===== src/rtl/bcd_to_bin.sv =====
// BCD to binary converter using reverse double-dabble.
// One shift-and-correct step per cycle; invalid digits are flagged without converting.
module bcd_to_bin #(
  parameter int DIGITS = 3,
  parameter int BIN_W  = 10
) (
  input  logic                  clk,
  input  logic                  reset,
  input  logic                  start,
  input  logic [4*DIGITS-1:0]   bcd_in,
  output logic [BIN_W-1:0]      bin_out,
  output logic                  busy,
  output logic                  done,
  output logic                  err
);

  localparam int SR_W  = 4*DIGITS + BIN_W;
  localparam int CNT_W = $clog2(BIN_W + 1);
  localparam logic [CNT_W-1:0] LAST = CNT_W'(BIN_W);

  typedef enum logic [1:0] {
    IDLE = 2'd0,
    CONV = 2'd1,
    DONE = 2'd2
  } state_t;

  state_t            state_q, state_d;
  logic [SR_W-1:0]   sr_q, sr_d;
  logic [CNT_W-1:0]  cnt_q, cnt_d;
  logic [BIN_W-1:0]  bin_q, bin_d;
  logic              err_q, err_d;
  logic              any_bad;

  // Shift right one bit, then pull 3 out of every BCD digit that reached 8 or more.
  function automatic logic [SR_W-1:0] dabble(input logic [SR_W-1:0] s);
    logic [SR_W-1:0] t;
    t = s >> 1;
    for (int i = 0; i < DIGITS; i++) begin
      if (t[BIN_W+4*i +: 4] >= 4'd8)
        t[BIN_W+4*i +: 4] = t[BIN_W+4*i +: 4] - 4'd3;
    end
    return t;
  endfunction

  // Flag any input digit above 9.
  always_comb begin
    any_bad = 1'b0;
    for (int i = 0; i < DIGITS; i++) begin
      if (bcd_in[4*i +: 4] > 4'd9)
        any_bad = 1'b1;
    end
  end

  // Next-state and datapath updates for IDLE / CONV / DONE.
  always_comb begin
    state_d = state_q;
    sr_d    = sr_q;
    cnt_d   = cnt_q;
    bin_d   = bin_q;
    err_d   = err_q;
    unique case (state_q)
      IDLE: begin
        if (start) begin
          if (any_bad) begin
            err_d   = 1'b1;
            bin_d   = '0;
            state_d = DONE;
          end else begin
            sr_d    = {bcd_in, {BIN_W{1'b0}}};
            cnt_d   = '0;
            err_d   = 1'b0;
            state_d = CONV;
          end
        end
      end
      CONV: begin
        if (cnt_q == LAST) begin
          bin_d   = sr_q[BIN_W-1:0];
          state_d = DONE;
        end else begin
          sr_d  = dabble(sr_q);
          cnt_d = cnt_q + 1'b1;
        end
      end
      DONE: begin
        state_d = IDLE;
      end
      default: begin
        state_d = IDLE;
      end
    endcase
  end

  // State and result registers with synchronous reset.
  always_ff @(posedge clk) begin
    if (reset) begin
      state_q <= IDLE;
      sr_q    <= '0;
      cnt_q   <= '0;
      bin_q   <= '0;
      err_q   <= 1'b0;
    end else begin
      state_q <= state_d;
      sr_q    <= sr_d;
      cnt_q   <= cnt_d;
      bin_q   <= bin_d;
      err_q   <= err_d;
    end
  end

  assign bin_out = bin_q;
  assign err     = err_q;
  assign busy    = (state_q == CONV);
  assign done    = (state_q == DONE);

endmodule


===== config.mk =====
export PLATFORM = sky130hd
export DESIGN_NAME = bcd_to_bin
export DESIGN_NICKNAME = d
export VERILOG_FILES = /design/src/rtl/bcd_to_bin.sv
export SDC_FILE = /design/constraint.sdc
export NUM_CORES = 1
export LEC_CHECK = 0
export BUFFER_PORTS_ARGS = -buffer_cell sky130_fd_sc_hd__clkbuf_2
export CAP_MARGIN = 20
export CORE_ASPECT_RATIO = 1.1
export CORE_MARGIN = 1
export CORE_UTILIZATION = 60
export DETAILED_ROUTE_END_ITERATION = 7
export GPL_TIMING_DRIVEN = 0
export PLACE_DENSITY = 0.84
export SLEW_MARGIN = 30
export SYNTH_ARGS = -nofsm -noshare
export SYNTH_HDL_FRONTEND = slang
export SYNTH_SLANG_ARGS = --single-unit
export TNS_END_PERCENT = 20

===== constraint.sdc =====
create_clock -name clk -period 2.57 [get_ports clk]
set_input_delay 0.257 -clock clk [delete_from_list [all_inputs] [get_ports clk]]
set_output_delay 0.257 -clock clk [all_outputs]
set_load 0.02 [all_outputs]

==> metrics.md <==
| Metric | Value |
|---|---|
| Mapped Area | 1870 µm² |
| DR DRC count | 0 |
| Core area | between 2000 and 3000 µm² |
| Slew Limit Fails | 0 |
| H-tree Lvls | 2 |
| PostCTS Resize Cnt | 0 |
| Worst slew margin | 0.546 |
| WL/cell | 16.1 µm |
| Setup TNS | 0 ns |
| Vias per inst | 6.26 |
| Yosys warns | 0 |
| Final ANT Viol Nets | 0 |
| # Max-Cap Violations | 0 |
| Hold/Removal Path Class | primary input to flip-flop |
| Lkg Pwr | 0.000893 µW |
| Final Hold Fails | 0 |
| Number of inserted diodes | 0 |
| Total CTS buffers | 5 |
| Adder-Cell Fraction of Synth Area | 0.0402 |
| Cell area after layout | roughly 2100 µm² |
| Router iterations before antenna repair | 5 |
| I/O pin count | 28 |
| Status | completed |
| Worst Setup End Kind | output port |
| Number of DRC markers in iteration 0 | 89 |
| Initial core utilization | 0.654 |
| CP max FO | 10 |
| Final worst-path cycle share | 0.772 |
| Syn avg cell area | 9.38 µm² |
| Clock skew | about 0.0056 ns |
| Clk_lat worst skew | around 0.35 ns |
| Grt ovf | 0 |
| VDD IR max | roughly 0.00043 V |
| Antenna violations before repair | 0 |
| Endpoints failing setup | 0 |
| Post-Synth Simple-Gate Area | 0.208 |
| Critical path arrival | 1.73 ns |
| RSZ-0062 raised after global routing | false |
| Largest family of logic cells by synthesized area | simple AND/OR/NAND/NOR gates |
| Port bufs | 26 |
| Mapped Nets | 220 |
| CTS root buf | clkbuf_4 |
| Post-synthesis sequential area ratio | 0.418 |
| Clock transition at the registers of the reported paths | 0.11 ns |
| Post-CTS setup buffers | 0 |
| Setup Crit Path Kind | flip-flop to output port |
| GRT Overall Usage | 0.310 |
| Pwr dens | 540 nW/µm² |
| CTS tree | done |
| Die area | about 3300 µm² |
| Hpwl dp | 3110 µm |
| Die height | 60.5 µm |
| Cell row count | 20 |
| First-pass GRT wire length | about 7200 µm |
| Clock tree buffer depth | 2 |
| Placed inst area | 2040 µm² |
| Multiplexer share of the synthesized area | 0.0429 |
| Synth Instances | 199 |
| Number of global-route vias before repair | between 1500 and 2000 |
| Fmax | around 0.5 GHz |
| DRT Wirelength | around 4300 µm |
| Most frequent cells in the layout | 39 x dfxtp_1, 26 x clkbuf_2, 19 x a21oi_1, 16 x nand4_1, 12 x nand3_1 |
| Worst Max-Slew Pin Slew | 0.677 ns |
| Die Width | ~55 µm |
| Final Critical Period | 1.98 ns |
| Worst setup SP type | flip-flop |
| Synth Area in XOR/XNOR | 0.0282 |
| Syn-to-layout area delta | 12.1% |
| Hold_buf cts | 0 |
| WP data required | 2.31 ns |
| Synth cell types | 40 |
| Via count | approximately 1700 |
| Placer Congestion | 0.837 |
| CTS sink cnt | 39 |
| Layout cells sized above 1 | 0.219 |
| Synth Area in Compound Gates | 0.207 |
| Seq cells post-synth | 39 |
| Main synth FF type | dfxtp_1 |
| Largest net degree at the start of global routing | 13 |
| Asr flop ratio synth | 0 |
| Post-synth EDFFs | 0 |
| Most common cell after layout, fill and taps aside | dfxtp_1 |
| Nets | 253 |
==> critical path, stage by stage, from the launching register on <==
cell      delay [ns]
dfxtp_1         0.39
clkbuf_1        0.37
clkbuf_1        0.38
nor2_1          0.08
clkbuf_2        0.17
==> final timing paths <==
kind                           start                     to  slack [ns]  cells after the start
min reg2reg     sr_q[0]$_SDFFE_PP0P_   sr_q[0]$_SDFFE_PP0P_        0.48                      2
min                       bcd_in[11]  sr_q[21]$_SDFFE_PP0P_        0.14                      3
max          state_q[0]$_SDFFE_PP0P_                   done        0.59                      4
max reg2reg  state_q[1]$_SDFFE_PP0P_  sr_q[15]$_SDFFE_PP0P_        0.79                      5
==> metrics by stage <==
step           power (µW)  cells   util  worst slack, ns  hold WS (ns)
6_report             1130    266  0.733            0.586         0.143
4_1_cts              1130    266  0.733            0.587         0.127
3_5_place_dp          827    258  0.714            0.827         0.459
2_1_floorplan         777    199      -             1.06         0.397
5_1_grt              1180    266  0.733            0.418         0.128
3_3_place_gp          817    258  0.714            0.863         0.452
==> report_power, final <==
group | switching (µW) | total (µW) | internal (µW)
sequential | 20.1 | 644 | 624
clock | 206 | 312 | 106
combinational | 106 | 173 | 66.8
total | 332 | 1130 | 796
==> layout make-up <==
class / count / area (µm²)
Clock buffer: 6 / 41.3
Clock inverter: 2 / 12.5
Inverter: 9 / 33.8
Tap cell: 33 / 41.3
Multi-Input combinational cell: 138 / 983
Timing Repair Buffer: 26 / 130
Fill cell: 219 / 761
Sequential cell: 39 / 781
Buffer: 13 / 68.8
==> synth_stat cells (4+ instances only) <==
master    count  area share
a211oi_1      5       0.020
buf_2         4       0.011
ha_1          6       0.040
dfxtp_1      39        0.42
nand3_1      12       0.032
a22o_1       10       0.047
nor3_1        7       0.019
mux2i_1       5       0.027
clkbuf_1      7       0.014
nand4_1      16       0.054
a21oi_1      19       0.051
nor2_1        9       0.018
nand2_1      10       0.020
inv_1         9       0.018
==> flip-flops by register name (all words and copies together) (netlist names) <==
signal	count
sr_q	22
bin_out	10
cnt_q	4
state_q	2
err	1
==> kinds of logic (layout without fill, tap and decap cells) <==
family | count (synthesis) | count (layout)
fa+ha+maj | 6 | 6
buf+inv | 22 | 56
mux | 7 | 7
compound gates | 52 | 52
xor+xnor | 6 | 6
simple gates | 67 | 67
flops | 39 | 39
==> per-layer routing <==
metal  wire length (µm)  GRT usage  vias up  share of wire
met5                  0          0        -              0
met4                 90      0.136        0          0.021
met3                317     0.0827       11          0.074
met2               2030      0.460       73           0.47
met1               1840      0.421      776           0.43
li1                   -          -      804              -
(Power assumes the default switching activity.)
